### src/rtl/watch_pkg.sv
// Shared definitions for the watch time-setting controller.
// Contents: FSM state encoding, BCD digit limits, default timing parameters,
// and a helper that checks whether a BCD digit pair lies inside a field range.
package watch_pkg;

  typedef enum logic [1:0] {
    RUN    = 2'd0,
    SET_H  = 2'd1,
    SET_M  = 2'd2,
    COMMIT = 2'd3
  } watch_state_e;

  localparam logic [3:0] HOUR_MAX_DEZ      = 4'd2;
  localparam logic [3:0] HOUR_MAX_UNI_AT_2 = 4'd3;
  localparam logic [3:0] MIN_MAX_DEZ       = 4'd5;
  localparam logic [3:0] DIGIT_MAX         = 4'd9;

  localparam int DEFAULT_CLK_HZ     = 50_000_000;
  localparam int DEFAULT_BLINK_HALF = 12_500_000;
  localparam int DEFAULT_TIMEOUT_S  = 30;

  // True when dez:uni is a legal BCD value not above max_dez:max_uni_at_max_dez.
  function automatic logic bcd_pair_legal(input logic [3:0] dez,
                                          input logic [3:0] uni,
                                          input logic [3:0] max_dez,
                                          input logic [3:0] max_uni_at_max_dez);
    return (uni <= DIGIT_MAX) &&
           ((dez < max_dez) || ((dez == max_dez) && (uni <= max_uni_at_max_dez)));
  endfunction

endpackage

### src/rtl/watch_set_ctrl_bcd_field_inc.sv
// bcd_field_inc: combinational +1 on a two-digit BCD field with wrap to 00.
// Ports:
//   dez, uni            in  4  current tens / units digit
//   max_dez             in  4  highest legal tens digit of the field
//   max_uni_at_max_dez  in  4  highest legal units digit when dez == max_dez
//   dez_inc, uni_inc    out 4  incremented field
// An out-of-range input also wraps to 00, so the result is always legal BCD.
module bcd_field_inc
  import watch_pkg::*;
(
  input  logic [3:0] dez,
  input  logic [3:0] uni,
  input  logic [3:0] max_dez,
  input  logic [3:0] max_uni_at_max_dez,
  output logic [3:0] dez_inc,
  output logic [3:0] uni_inc
);

  always_comb begin
    dez_inc = dez;
    uni_inc = uni;
    if ((dez > max_dez) || ((dez == max_dez) && (uni >= max_uni_at_max_dez))) begin
      dez_inc = 4'd0;
      uni_inc = 4'd0;
    end else if (uni >= DIGIT_MAX) begin
      dez_inc = dez + 4'd1;
      uni_inc = 4'd0;
    end else begin
      uni_inc = uni + 4'd1;
    end
  end

endmodule

### src/rtl/watch_set_ctrl.sv
// watch_set_ctrl: time-setting controller for the BCD HH:MM:SS watch counter.
// Switches the counter between run and set modes, edits shadow HH:MM with
// three buttons, issues a one-cycle load strobe on commit and drives blink masks.
// Ports:
//   clk, rst                   clock, asynchronous active-high reset
//   btn_mode, btn_inc, btn_clr debounced button levels (rising edge = action)
//   cur_h_*/cur_m_*            live BCD time from the counter
//   cnt_enable                 counter run enable (decoded from state)
//   cnt_clr                    one-cycle counter clear pulse
//   load_stb, load_*           one-cycle load strobe and shadow BCD digits
//   blink_h, blink_m           1 = blank that field this cycle
//   mode                       current state encoding
// Optional build macro: WATCH_SET_AUTOREPEAT_EN (held btn_inc auto-repeats).
//
// state  | meaning
// RUN    | counter running; mode edge enters editing, clr edge pulses cnt_clr
// SET_H  | counter frozen; editing shadow hours
// SET_M  | counter frozen; editing shadow minutes
// COMMIT | single cycle; load_stb asserted, then back to RUN
module watch_set_ctrl
  import watch_pkg::*;
#(
  parameter int CLK_HZ     = DEFAULT_CLK_HZ,
  parameter int BLINK_HALF = DEFAULT_BLINK_HALF,
  parameter int TIMEOUT_S  = DEFAULT_TIMEOUT_S
) (
  input  logic       clk,
  input  logic       rst,
  input  logic       btn_mode,
  input  logic       btn_inc,
  input  logic       btn_clr,
  input  logic [3:0] cur_h_dez,
  input  logic [3:0] cur_h_uni,
  input  logic [3:0] cur_m_dez,
  input  logic [3:0] cur_m_uni,
  output logic       cnt_enable,
  output logic       cnt_clr,
  output logic       load_stb,
  output logic [3:0] load_h_dez,
  output logic [3:0] load_h_uni,
  output logic [3:0] load_m_dez,
  output logic [3:0] load_m_uni,
  output logic       blink_h,
  output logic       blink_m,
  output logic [1:0] mode
);

  localparam int TICK_W  = $clog2(CLK_HZ + 1);
  localparam int SEC_W   = $clog2(TIMEOUT_S + 1);
  localparam int BLINK_W = $clog2(BLINK_HALF + 1);

  localparam logic [TICK_W-1:0]  TICK_RELOAD  = TICK_W'(CLK_HZ - 1);
  localparam logic [SEC_W-1:0]   SEC_RELOAD   = SEC_W'(TIMEOUT_S - 1);
  localparam logic [BLINK_W-1:0] BLINK_RELOAD = BLINK_W'(BLINK_HALF - 1);

  watch_state_e state_q, state_nxt;

  logic mode_prev_q, inc_prev_q, clr_prev_q;
  logic mode_e, inc_e, clr_e;
  logic clr_ev, mode_ev, inc_ev, rep_ev, inc_act, btn_event;
  logic in_set, in_set_nxt, state_chg, timeout;

  logic [TICK_W-1:0]  tick_cnt_q, tick_cnt_nxt;
  logic [SEC_W-1:0]   sec_cnt_q, sec_cnt_nxt;
  logic [BLINK_W-1:0] blink_cnt_q, blink_cnt_nxt;
  logic               phase_q, phase_nxt;

  logic [3:0] sh_h_dez_q, sh_h_uni_q, sh_m_dez_q, sh_m_uni_q;
  logic [3:0] sh_h_dez_nxt, sh_h_uni_nxt, sh_m_dez_nxt, sh_m_uni_nxt;
  logic [3:0] h_dez_inc, h_uni_inc, m_dez_inc, m_uni_inc;

  logic cnt_clr_nxt, load_stb_nxt, blink_h_nxt, blink_m_nxt;

  // Button edges; clr outranks mode outranks inc, losers are dropped.
  assign mode_e    = btn_mode & ~mode_prev_q;
  assign inc_e     = btn_inc  & ~inc_prev_q;
  assign clr_e     = btn_clr  & ~clr_prev_q;
  assign clr_ev    = clr_e;
  assign mode_ev   = mode_e & ~clr_e;
  assign inc_ev    = inc_e & ~clr_e & ~mode_e;
  assign inc_act   = inc_ev | rep_ev;
  assign btn_event = mode_e | inc_e | clr_e | rep_ev;

  assign in_set  = (state_q == SET_H) || (state_q == SET_M);
  assign timeout = in_set && !btn_event && (tick_cnt_q == '0) && (sec_cnt_q == '0);

  always_ff @(posedge clk or posedge rst) begin
    if (rst) begin
      mode_prev_q <= 1'b0;
      inc_prev_q  <= 1'b0;
      clr_prev_q  <= 1'b0;
    end else begin
      mode_prev_q <= btn_mode;
      inc_prev_q  <= btn_inc;
      clr_prev_q  <= btn_clr;
    end
  end

`ifdef WATCH_SET_AUTOREPEAT_EN
  localparam int REP_FAST_I = (CLK_HZ / 4 > 0) ? CLK_HZ / 4 : 1;
  localparam logic [TICK_W-1:0] REP_FAST_RELOAD = TICK_W'(REP_FAST_I - 1);

  logic [TICK_W-1:0] rep_cnt_q;
  logic              rep_armed_q;

  // Armed only by a real inc edge in a set state, so a button already held
  // when entering SET_H cannot fire repeats.
  assign rep_ev = rep_armed_q && in_set && btn_inc && !inc_e && !clr_e && !mode_e &&
                  (rep_cnt_q == '0);

  always_ff @(posedge clk or posedge rst) begin
    if (rst) begin
      rep_cnt_q   <= '0;
      rep_armed_q <= 1'b0;
    end else if (!in_set || !btn_inc) begin
      rep_cnt_q   <= '0;
      rep_armed_q <= 1'b0;
    end else if (inc_e) begin
      rep_cnt_q   <= TICK_RELOAD;
      rep_armed_q <= 1'b1;
    end else if (rep_armed_q) begin
      if (rep_cnt_q == '0) rep_cnt_q <= REP_FAST_RELOAD;
      else                 rep_cnt_q <= rep_cnt_q - TICK_W'(1);
    end
  end
`else
  assign rep_ev = 1'b0;
`endif

  bcd_field_inc u_hour_inc (
    .dez                (sh_h_dez_q),
    .uni                (sh_h_uni_q),
    .max_dez            (HOUR_MAX_DEZ),
    .max_uni_at_max_dez (HOUR_MAX_UNI_AT_2),
    .dez_inc            (h_dez_inc),
    .uni_inc            (h_uni_inc)
  );

  bcd_field_inc u_min_inc (
    .dez                (sh_m_dez_q),
    .uni                (sh_m_uni_q),
    .max_dez            (MIN_MAX_DEZ),
    .max_uni_at_max_dez (DIGIT_MAX),
    .dez_inc            (m_dez_inc),
    .uni_inc            (m_uni_inc)
  );

  // State register
  always_ff @(posedge clk or posedge rst) begin
    if (rst) state_q <= RUN;
    else     state_q <= state_nxt;
  end

  // Next-state logic
  always_comb begin
    state_nxt = state_q;
    case (state_q)
      RUN:     if (mode_ev) state_nxt = SET_H;
      SET_H: begin
        if (timeout)      state_nxt = RUN;
        else if (mode_ev) state_nxt = SET_M;
      end
      SET_M: begin
        if (timeout)      state_nxt = RUN;
        else if (mode_ev) state_nxt = COMMIT;
      end
      COMMIT:  state_nxt = RUN;
      default: state_nxt = RUN;
    endcase
  end

  assign in_set_nxt = (state_nxt == SET_H) || (state_nxt == SET_M);
  assign state_chg  = (state_nxt != state_q);

  // Timers, blink phase and shadow digits
  always_comb begin
    tick_cnt_nxt  = tick_cnt_q;
    sec_cnt_nxt   = sec_cnt_q;
    blink_cnt_nxt = blink_cnt_q;
    phase_nxt     = phase_q;
    sh_h_dez_nxt  = sh_h_dez_q;
    sh_h_uni_nxt  = sh_h_uni_q;
    sh_m_dez_nxt  = sh_m_dez_q;
    sh_m_uni_nxt  = sh_m_uni_q;

    if (!in_set_nxt) begin
      tick_cnt_nxt = '0;
      sec_cnt_nxt  = '0;
    end else if (btn_event || state_chg) begin
      tick_cnt_nxt = TICK_RELOAD;
      sec_cnt_nxt  = SEC_RELOAD;
    end else if (tick_cnt_q == '0) begin
      tick_cnt_nxt = TICK_RELOAD;
      sec_cnt_nxt  = sec_cnt_q - SEC_W'(1);
    end else begin
      tick_cnt_nxt = tick_cnt_q - TICK_W'(1);
    end

    // Restart on entry and on increment so the edited field is visible at once.
    if (!in_set_nxt) begin
      blink_cnt_nxt = '0;
      phase_nxt     = 1'b0;
    end else if (state_chg || inc_act) begin
      blink_cnt_nxt = BLINK_RELOAD;
      phase_nxt     = 1'b0;
    end else if (blink_cnt_q == '0) begin
      blink_cnt_nxt = BLINK_RELOAD;
      phase_nxt     = ~phase_q;
    end else begin
      blink_cnt_nxt = blink_cnt_q - BLINK_W'(1);
    end

    case (state_q)
      RUN: begin
        if (mode_ev) begin
          // An illegal live value is replaced by 00 so the shadow stays legal BCD.
          if (bcd_pair_legal(cur_h_dez, cur_h_uni, HOUR_MAX_DEZ, HOUR_MAX_UNI_AT_2)) begin
            sh_h_dez_nxt = cur_h_dez;
            sh_h_uni_nxt = cur_h_uni;
          end else begin
            sh_h_dez_nxt = 4'd0;
            sh_h_uni_nxt = 4'd0;
          end
          if (bcd_pair_legal(cur_m_dez, cur_m_uni, MIN_MAX_DEZ, DIGIT_MAX)) begin
            sh_m_dez_nxt = cur_m_dez;
            sh_m_uni_nxt = cur_m_uni;
          end else begin
            sh_m_dez_nxt = 4'd0;
            sh_m_uni_nxt = 4'd0;
          end
        end
      end
      SET_H: begin
        if (clr_ev) begin
          sh_h_dez_nxt = 4'd0;
          sh_h_uni_nxt = 4'd0;
        end else if (inc_act) begin
          sh_h_dez_nxt = h_dez_inc;
          sh_h_uni_nxt = h_uni_inc;
        end
      end
      SET_M: begin
        if (clr_ev) begin
          sh_m_dez_nxt = 4'd0;
          sh_m_uni_nxt = 4'd0;
        end else if (inc_act) begin
          sh_m_dez_nxt = m_dez_inc;
          sh_m_uni_nxt = m_uni_inc;
        end
      end
      default: ;
    endcase

    if (timeout) begin
      sh_h_dez_nxt = 4'd0;
      sh_h_uni_nxt = 4'd0;
      sh_m_dez_nxt = 4'd0;
      sh_m_uni_nxt = 4'd0;
    end
  end

  // Output logic; registered outputs are computed from next-state values so
  // they line up with the state register.
  always_comb begin
    cnt_enable   = (state_q == RUN);
    cnt_clr_nxt  = (state_q == RUN) && clr_ev;
    load_stb_nxt = (state_nxt == COMMIT);
    blink_h_nxt  = (state_nxt == SET_H) && phase_nxt;
    blink_m_nxt  = (state_nxt == SET_M) && phase_nxt;
  end

  always_ff @(posedge clk or posedge rst) begin
    if (rst) begin
      tick_cnt_q  <= '0;
      sec_cnt_q   <= '0;
      blink_cnt_q <= '0;
      phase_q     <= 1'b0;
      sh_h_dez_q  <= 4'd0;
      sh_h_uni_q  <= 4'd0;
      sh_m_dez_q  <= 4'd0;
      sh_m_uni_q  <= 4'd0;
      cnt_clr     <= 1'b0;
      load_stb    <= 1'b0;
      blink_h     <= 1'b0;
      blink_m     <= 1'b0;
    end else begin
      tick_cnt_q  <= tick_cnt_nxt;
      sec_cnt_q   <= sec_cnt_nxt;
      blink_cnt_q <= blink_cnt_nxt;
      phase_q     <= phase_nxt;
      sh_h_dez_q  <= sh_h_dez_nxt;
      sh_h_uni_q  <= sh_h_uni_nxt;
      sh_m_dez_q  <= sh_m_dez_nxt;
      sh_m_uni_q  <= sh_m_uni_nxt;
      cnt_clr     <= cnt_clr_nxt;
      load_stb    <= load_stb_nxt;
      blink_h     <= blink_h_nxt;
      blink_m     <= blink_m_nxt;
    end
  end

  assign load_h_dez = sh_h_dez_q;
  assign load_h_uni = sh_h_uni_q;
  assign load_m_dez = sh_m_dez_q;
  assign load_m_uni = sh_m_uni_q;
  assign mode       = state_q;

endmodule

### config.mk
export PLATFORM = sky130hd
export DESIGN_NAME = watch_set_ctrl
export DESIGN_NICKNAME = d
export VERILOG_FILES = /design/src/rtl/watch_pkg.sv /design/src/rtl/watch_set_ctrl_bcd_field_inc.sv /design/src/rtl/watch_set_ctrl.sv
export SDC_FILE = /design/constraint.sdc
export NUM_CORES = 1
export LEC_CHECK = 0
export BUFFER_PORTS_ARGS = -buffer_cell sky130_fd_sc_hd__clkbuf_2
export CAP_MARGIN = 40
export CORE_UTILIZATION = 45
export DETAILED_ROUTE_END_ITERATION = 8
export GPL_TIMING_DRIVEN = 0
export PLACE_DENSITY = 0.64
export SYNTH_ARGS = -nofsm -noshare
export SYNTH_HDL_FRONTEND = slang
export SYNTH_HIERARCHICAL = 1
export SYNTH_SLANG_ARGS = --single-unit
### constraint.sdc
create_clock -name clk -period 3.68 [get_ports clk]
set_clock_uncertainty 0.2 [all_clocks]
set_input_delay 0.736 -clock clk [delete_from_list [all_inputs] [get_ports clk]]
set_output_delay 0.736 -clock clk [all_outputs]
set_load 0.01 [all_outputs]
== After elaboration in Yosys (flattened, before gate mapping) ==
Cells that the tools add are included.

* Eq/ne operators: 17
* Reduce and logical (&&, ||, !) cells: 31
* Bitwise operators: 14
* Add/sub/neg operators: 7
* Order comparisons: 10
* Muxes and demuxes: 50

{| class="wikitable"
|+ Operators by type and width
! cell !! number
|-
| 2-to-1 mux 4 bit || 28
|-
| 2-to-1 mux 26 bit || 3
|-
| 2-to-1 mux 24 bit || 3
|-
| one-hot mux 4 bit (2 select lines) || 4
|-
| logical NOT 26 bit || 1
|-
| subtractor 26 x 1 -> 26 bit, second input constant || 1
|-
| logical NOT 24 bit || 1
|-
| subtractor 24 x 1 -> 24 bit, second input constant || 1
|-
| adder 4 x 1 -> 4 bit, second input constant || 4
|-
| 2-to-1 mux 5 bit || 3
|-
| logical AND 1 bit || 12
|-
| 2-to-1 mux 2 bit || 5
|-
| != test 5 x 3 -> 1 bit, second input constant || 2
|-
| equality test 2 bit, second input constant || 4
|-
| equality test 4 x 2 -> 1 bit, second input constant || 2
|-
| equality test 4 x 3 -> 1 bit, second input constant || 2
|-
| >= comparator 4 bit, second input constant || 2
|-
| less-or-equal comparator 4 bit, second input constant || 2
|-
| logical OR 1 bit || 8
|-
| != test 4 bit, second input constant || 2
|-
| one-hot mux 2 bit (4 select lines) || 1
|-
| AND reduction 4 bit || 2
|-
| bitwise AND 1 bit || 6
|-
| != test 3 x 1 -> 1 bit, second input constant || 2
|-
| 17 further kinds || 28
|}

* Input bits: 21
* Register bits after elaboration: 81
* Logic and storage cells: 145

== Depth between registers and ports, before layout ==
Gate-level depths: netlist (run 1).

* Depth in word-level cells: 15
* Mapped depth: 13
* Gate-level depth less buffers: 11

== Hierarchy ==
Netlist (run 1), hierarchy kept.

{| class="wikitable"
|+ By module, submodules not included
! module !! cells an instance !! instances !! area each (µm²) !! sequential area each (µm²)
|-
| watch_set_ctrl || 423 || 1 || 4,471.8 || 2,026.9
|-
| bcd_field_inc || 54 || 2 || 390.4 || 0.0
|}

== Worst setup path before layout (run 1) ==
OpenSTA, ideal clock, no wires.

* Kind: input -> register
* From: in btn_clr
* To: reg tick_cnt_q[7]
* Buffers on the path: 2
* Stages on the path: 11
* Required time: 3,403 ps
* Slack: 626 ps
* Arrival time: 2,777 ps
* Cells stage by stage: nand2b_1 > nand3_1 > nor4_2 > buf_4 > nor2_1 > o22a_1 > ha_1 > nand2_1 > or3_1 > buf_2 > a21oi_1

* Word-level cells in the longest chain between the ends: 12

{| class="wikitable"
|+ RTL lines
! element !! line !! source
|-
| start, declared || watch_set_ctrl.sv:31 || <nowiki>input logic btn_clr,</nowiki>
|-
| bitwise AND 1 bit * || watch_set_ctrl.sv:77 || <nowiki>assign clr_e = btn_clr & ~clr_prev_q;</nowiki>
|-
| OR 1 bit || watch_set_ctrl.sv:82 || <nowiki>assign btn_event = mode_e | inc_e | clr_e | rep_ev;</nowiki>
|-
| logical NOT 1 bit || watch_set_ctrl.sv:85 || <nowiki>assign timeout = in_set && !btn_event && (tick_cnt_q == '0) && (sec_cnt_q == '0);</nowiki>
|-
| logical AND 1 bit (3 in a row) || watch_set_ctrl.sv:85 ||
|-
| 2-to-1 mux 2 bit, on equally long branches || watch_set_ctrl.sv:164, watch_set_ctrl.sv:160 ||
|-
| one-hot mux 2 bit (4 select lines) * || watch_set_ctrl.sv:157 || <nowiki>case (state_q)</nowiki>
|-
| named net state_nxt[0] || watch_set_ctrl.sv:56 || <nowiki>watch_state_e state_q, state_nxt;</nowiki>
|-
| != test 2 bit || watch_set_ctrl.sv:173 || <nowiki>assign state_chg = (state_nxt != state_q);</nowiki>
|-
| logical OR 1 bit || watch_set_ctrl.sv:189 || <nowiki>end else if (btn_event || state_chg) begin</nowiki>
|-
| 2-to-1 mux 26 bit || watch_set_ctrl.sv:189 ||
|-
| 2-to-1 mux 26 bit * || watch_set_ctrl.sv:186 || <nowiki>if (!in_set_nxt) begin</nowiki>
|-
| named net tick_cnt_nxt[7] || watch_set_ctrl.sv:63 || <nowiki>logic [TICK_W-1:0] tick_cnt_q, tick_cnt_nxt;</nowiki>
|-
| end signal, assigned || watch_set_ctrl.sv:287 || <nowiki>tick_cnt_q <= tick_cnt_nxt;</nowiki>
|-
| end, declared || watch_set_ctrl.sv:63 ||
|}

Mark *: on every way through the listed nets, which the timed path passes. The rest lies on a longest branch.
A chain may end at the register's enable or synchronous reset.

== Final worst setup path (run 1) ==
* From: reg tick_cnt_q[20]
* To: reg tick_cnt_q[11]

* Word-level cells in the longest chain between the ends: 9

{| class="wikitable"
|+ RTL lines
! element !! line
|-
| logical NOT 26 bit * || watch_set_ctrl.sv:85
|-
| logical AND 1 bit * (2 in a row) || watch_set_ctrl.sv:85
|-
| 2-to-1 mux 2 bit, on equally long branches || watch_set_ctrl.sv:164, watch_set_ctrl.sv:160
|-
| one-hot mux 2 bit (4 select lines) * || watch_set_ctrl.sv:157
|-
| named net state_nxt[1] || watch_set_ctrl.sv:56
|-
| != test 2 bit || watch_set_ctrl.sv:173
|-
| logical OR 1 bit || watch_set_ctrl.sv:189
|-
| 2-to-1 mux 26 bit || watch_set_ctrl.sv:189
|-
| 2-to-1 mux 26 bit * || watch_set_ctrl.sv:186
|-
| named net tick_cnt_nxt[11] || watch_set_ctrl.sv:63
|}

Marked as above.

==> results of run 1 <==
-- placed cells by master, fill, tap and decap left out, types with 8 or more instances in the layout --
cell,n
nor2b_1,12
inv_1,31
nor4_1,11
xnor2_1,35
clkbuf_16,9
a21boi_1,12
a21oi_1,11
a21boi_0,9
xor2_1,18
nor2_1,51
ha_1,35
nand2_1,26
o31a_1,17
nor3_1,38
conb_1,16
nand3_1,8
a221oi_1,10
clkbuf_2,46
dfrtp_1,81
or3_1,13
-- registers in the layout (all words and copies together), names as in the netlist --
signal       count
blink_h          1
load_m_uni       4
phase_q          1
load_stb         1
tick_cnt_q      26
mode_prev_q      1
cnt_clr          1
sec_cnt_q        5
mode             2
clr_prev_q       1
inc_prev_q       1
load_h_uni       4
load_m_dez       4
load_h_dez       4
blink_cnt_q     24
blink_m          1
-- cells in the mapped netlist (3+ instances only) --
| library cell | number | area (um2) |
|---|---|---|
| a21boi_0 | 9 | 67.56 |
| a21boi_1 | 12 | 90.09 |
| a21oi_1 | 11 | 55.05 |
| a221oi_1 | 10 | 87.58 |
| a31oi_1 | 4 | 25.02 |
| a32o_1 | 3 | 30.03 |
| and3_1 | 3 | 18.77 |
| buf_2 | 4 | 20.02 |
| buf_6 | 6 | 67.56 |
| clkbuf_1 | 7 | 26.28 |
| dfrtp_1 | 81 | 2027 |
| ha_1 | 35 | 437.9 |
| inv_1 | 32 | 120.1 |
| mux2i_1 | 6 | 60.06 |
| nand2_1 | 26 | 97.59 |
| nand2b_1 | 6 | 37.54 |
| nand3_1 | 8 | 40.04 |
| nand4b_1 | 6 | 52.55 |
| nor2_1 | 51 | 191.4 |
| nor2b_1 | 12 | 75.07 |
| nor3_1 | 38 | 190.2 |
| nor3b_2 | 3 | 37.54 |
| nor4_1 | 11 | 68.82 |
| nor4_2 | 7 | 87.58 |
| nor4_4 | 4 | 85.08 |
| o211ai_1 | 3 | 22.52 |
| o21ai_0 | 4 | 20.02 |
| o31a_1 | 17 | 148.9 |
| or3_1 | 13 | 81.33 |
| xnor2_1 | 35 | 306.5 |
| xor2_1 | 18 | 157.7 |
-- routing by layer --
metal,GRT usage,vias up
met5,0,-
met4,0.07429,0
met3,0.02822,13
met2,0.3232,69
met1,0.2596,2001
li1,-,2027
-- repair_timing --
action | 4_1_cts | 5_1_grt
gates resized for setup | 1 | 6
setup endpoints to repair | 10 | 25
buffers inserted | 0 | 1
-- path summary, 6_finish.rpt --
kind,slack (ps),to,cells after the start
min in group clk,320,inc_prev_q$_DFF_PP0_,1
setup / recovery,320,tick_cnt_q[11]$_DFF_PP0_,11
setup reg to reg,320,tick_cnt_q[11]$_DFF_PP0_,11
max in group asynchronous,2440,load_m_uni[0]$_DFFE_PP0P_,3
hold / removal,240,blink_cnt_q[3]$_DFF_PP0_,2
hold reg to reg,360,tick_cnt_q[24]$_DFF_PP0_,2
-- cell type report --
| type | instances | area, um2 | area share |
|---|---|---|---|
| Buffer | 20 | 136.4 | 0.02245 |
| Clock buffer | 10 | 229.0 | 0.03769 |
| Clock inverter | 5 | 81.33 | 0.01339 |
| Inverter | 32 | 122.6 | 0.02019 |
| Multi-Input combinational cell | 412 | 3057 | 0.5032 |
| Sequential cell | 81 | 2027 | 0.3337 |
| Tap cell | 143 | 178.9 | 0.02945 |
| Timing Repair Buffer | 45 | 242.7 | 0.03996 |
-- worst max-delay path, stage by stage (launching register included) --
cell      delay [ps]
dfrtp_1          430
nor4_2           400
nand4b_4         200
nor4_2           290
buf_4            240
o21ai_0          140
o211a_1          170
ha_1             370
nand2_1          190
or3_1            340
buf_2            180
a21oi_1          130
-- power groups by stage --
stage	registers, mW	clock network (mW)	logic (mW)
final	1.59	0.952	2.62
after global routing	1.63	1.00	2.96
after CTS	1.57	0.966	2.61
after detailed placement	1.58	0	2.59
after global placement	1.57	0	2.51
after floorplan	1.54	0	1.99
-- cells by family after synthesis --
family / Yosys count / synth area share
buffers and inverters: 52 / 0.04836
XOR/XNOR: 53 / 0.08837
flip-flops: 81 / 0.3859
other: 2 / 0.001430
AND/OR/NAND/NOR: 208 / 0.2392
multiplexers: 6 / 0.01143
AO/OA/AOI/OAI: 94 / 0.1420
adder cells (fa/ha/maj): 35 / 0.08337
==> flow_summary.json, run 1 <==
{
  "status": "completed",
  "syn_to_final_growth_pct": 15.65,
  "synth-seq-cells": 81,
  "pwr-share-comb": 0.508,
  "p_clk_frac": 0.184,
  "ys.flop_type": "dfrtp_1",
  "synth_edf_count": 0,
  "wl_per_cell_um": 14.86,
  "clk_latency_ps": 340,
  "clk_pin_slew_ps": 60,
  "fin_crit_sh": 0.9132,
  "rows": 39,
  "peakVddDrop_uv": 467.7,
  "ant_nets": 0,
  "dr.pass1.iters": 4,
  "final_nets": 657,
  "grt-ovfl-total": 0,
  "relSlewSlack": 0.5042,
  "vias": 4110,
  "clock-sinks": 81,
  "grt_first_pass_wirelength_um": 18460,
  "seq_power_share": 0.307,
  "gp_congestion": 0.8510,
  "die_x_um": 110.0,
  "timing.hold.ws_ps": 235.2,
  "post-dp-hpwl_um": 8027,
  "power_switching_mw": 2.175,
  "p_leak_nw": 2.768,
  "clock_path_buffers": 2,
  "critPathLaunchType": "flip-flop",
  "cp-startpoint": "tick_cnt_q[20]$_DFF_PP0_",
  "synthesis.instances": 531,
  "core_um2": 11420,
  "final_cell_count_no_fill": 748,
  "worstSetupPathType": "reg -> reg",
  "setup_slack_ps": 319.3,
  "clock-root-buffer": "clkbuf_16",
  "tightestPinTransition_ps": 742.3,
  "die-area_um2": 12110,
  "syn_area_um2": 5253,
  "htreeDepth": 3,
  "wl_met2_um": 5440,
  "finalSetupTns_ps": 0,
  "drt-total-wl_um": 11120,
  "initial_core_util": 0.4600,
  "netSwitchingFraction": 0.4217,
  "fin_area_um2": 6075,
  "crit_path_end_kind": "flip-flop",
  "maxSlewViolCount": 0,
  "diodes": 0,
  "nFillCells": 1065,
  "hold_buffers": 0,
  "min_period_ps": 3361,
  "p_total_mw": 5.159,
  "max_cap_violations": 0,
  "p_int_mw": 2.984,
  "placed_cell_area_um2": 5722,
  "grt_pass1_vias": 3982,
  "rr_startpoint": "tick_cnt_q[20]$_DFF_PP0_",
  "yosys_warnings": 6,
  "finalSetupViolations": 0,
  "ys_async_sr_fraction": 1.000,
  "yosysSeqAreaShare": 0.3859,
  "antenna_found_initial": 0,
  "grt_max_degree": 42,
  "io-pin-count": 44,
  "place_inst": 732,
  "arrival_ps": 3420,
  "via_per_inst": 5.495,
  "tritoncts": "yes",
  "max_freq_mhz": 297.6,
  "min_path_type": "in -> async",
  "io_buffer_count": 43,
  "rsz0062_at_grt": "no",
  "synth_cell_types": 63,
  "wl_met1_um": 5221,
  "numCtsBuffers": 9,
  "cp_max_fo": 10,
  "critPathRequiredTime_ps": 3740,
  "gr-usage-all-layers": 0.1957,
  "avgSynthCellArea_um2": 9.892,
  "met3_length_um": 308,
  "highest_layer": "met4",
  "drt-initial-drc-count": 213,
  "dpl_worst_slack_ps": -153.3,
  "drive_gt1_frac": 0.1719,
  "die_h_um": 110.0,
  "hold_violations": 0,
  "fin_util": 0.5320,
  "drc": 0,
  "power_density_nw_per_um2": 849.3
}
No activity file was read; power rests on OpenSTA's default activity.
==> inputs of run 2 (changes only) <==
Clock period 3.68 ns to 3.8 ns, I/O delays scaled along.
==> run 2 against run 1 <==
Compared with the run above: sequential share of layout area grew 0.14 points; first-iteration DRC count shrank 5.2%; global-route usage is the same; critical path type unchanged; critical path depth is the same; hold slack gained 25 ps; critical endpoint unchanged; non-clock buffer count is the same.
==> flow_summary.json, run 2 (same netlist as run 1, synthesis figures left out) <==
{
  "die-area_um2": 12110,
  "gp_congestion": 0.8510,
  "arrival_ps": 3450,
  "via_per_inst": 5.508,
  "rr_worst_depth": 11,
  "status": "completed",
  "initial_core_util": 0.4600,
  "maxSlewViolCount": 0,
  "min_period_ps": 3390,
  "critPathBufInv": 2,
  "critPathRequiredTime_ps": 3860,
  "ff2ff_setup_slack_ps": 410,
  "worstSetupPathType": "reg -> reg",
  "hold_violations": 0,
  "ant_nets": 0,
  "cp_cell_sequence": "nor4_2, nand4b_2, nor4_2, buf_4, o21ai_0, o211a_1, ha_1, nand2_1, or3_1, buf_2, a21oi_1",
  "relSlewSlack": 0.5039,
  "clock-root-buffer": "clkbuf_16",
  "drt-total-wl_um": 11110,
  "finalSetupTns_ps": 0,
  "largest_reg_flops": 26,
  "gr-usage-all-layers": 0.1957,
  "drive_gt1_frac": 0.1719,
  "grt_pass1_vias": 3982,
  "r2r_end": "tick_cnt_q[11]$_DFF_PP0_",
  "clk_pin_slew_ps": 60,
  "grt_max_degree": 42,
  "p_total_mw": 4.965,
  "peakVddDrop_uv": 450.2,
  "htreeDepth": 3,
  "drc": 0,
  "path_delay_family": "simple AND/OR/NAND/NOR gates",
  "numCtsBuffers": 9,
  "finalSetupViolations": 0,
  "clock-sinks": 81,
  "top_regs": "tick_cnt_q: 26 flops, blink_cnt_q: 24 flops, sec_cnt_q: 5 flops",
  "vias": 4120,
  "clock_path_buffers": 2,
  "diodes": 0,
  "max_flop_register": "tick_cnt_q",
  "final_nets": 657,
  "post-dp-hpwl_um": 8027,
  "io-pin-count": 44,
  "grt_first_pass_wirelength_um": 18460,
  "dpl_worst_slack_ps": -57.34,
  "antenna_found_initial": 0,
  "cp_common_cell": "nor4_2",
  "p_leak_nw": 2.754,
  "dr.pass1.iters": 5,
  "tritoncts": "yes",
  "max_freq_mhz": 295.0,
  "layout_commonest_cell": "dfrtp_1",
  "final_cell_count_no_fill": 748,
  "crit_path_end_kind": "flip-flop",
  "rr_startpoint": "tick_cnt_q[18]$_DFF_PP0_",
  "die_h_um": 110.0,
  "hold_buffers": 0,
  "grt-ovfl-total": 0,
  "max_stage_delay_ps": 410,
  "timing.hold.ws_ps": 260.0,
  "cp_max_fo": 10,
  "min_path_type": "in -> async",
  "place_inst": 732,
  "rows": 39,
  "critPathLaunchType": "flip-flop",
  "core_um2": 11420,
  "final_cell_mix": "dfrtp_1 (81), nor2_1 (51), clkbuf_2 (46)",
  "die_x_um": 110.0,
  "fin_crit_sh": 0.8920,
  "tightestPinTransition_ps": 742.8,
  "cp_slowest_cell": "dfrtp_1",
  "wl_per_cell_um": 14.86,
  "drt-initial-drc-count": 202,
  "power_density_nw_per_um2": 820.9,
  "io_buffer_count": 43,
  "syn_to_final_growth_pct": 15.15,
  "setup_slack_ps": 410.3,
  "clk_latency_ps": 340,
  "rsz0062_at_grt": "no",
  "max_cap_violations": 0
}
==> run 2: area by class of cell <==
type                       instances  area, um2
buffer                            20      136.4
fill                            1066       5370
inverter                          32      122.6
multi-input combinational        412       3030
sequential                        81       2027
timing repair buffer              45      242.7
clock inverter                     5      81.33
clock buffer                      10      229.0
tap                              143      178.9
==> run 2: through the flow <==
stage / instance area [um2] / utilization
3_3_place_gp: 5699 / 0.4991
5_1_grt: 6048 / 0.5297
4_1_cts: 6033 / 0.5284
3_5_place_dp: 5722 / 0.5011
6_report: 6048 / 0.5297
2_1_floorplan: 5305 / -
==> run 2: what timing repair did <==
item / 4_1_cts / 5_1_grt
resized for setup: 1 / 3
buffers inserted: 0 / 1
endpoints found under the hold margin: 0 / 0
endpoints found under the setup margin: 2 / 18
==> run 2: power by group <==
group,total (mW),internal [mW],leakage (nW),switching (mW)
Sequential,1.53,1.16,1.05,0.368
Combinational,2.52,1.15,1.55,1.37
Clock,0.920,0.572,0.149,0.348
==> run 2: worst max path at each step <==
stage	to	from	slack [ps]	cells after the start
floorplan	tick_cnt_q[7]$_DFF_PP0_	btn_clr	720	11
global placement	load_h_dez[3]$_DFFE_PP0P_	rst	-270	2
detailed placement	blink_cnt_q[11]$_DFF_PP0_	btn_clr	-60	11
CTS	blink_cnt_q[11]$_DFF_PP0_	tick_cnt_q[0]$_DFF_PP0_	150	12
global route	tick_cnt_q[11]$_DFF_PP0_	tick_cnt_q[16]$_DFF_PP0_	40	11
finish	tick_cnt_q[11]$_DFF_PP0_	tick_cnt_q[18]$_DFF_PP0_	410	11
==> run 2: routing by layer <==
layer  up-vias  global-route usage  share of wire
li1       2030                   -              -
met1      2005              0.2596           0.47
met2        69              0.3232           0.49
met3        16             0.02822          0.029
met4         0             0.07429          0.014
met5         -                   0              0
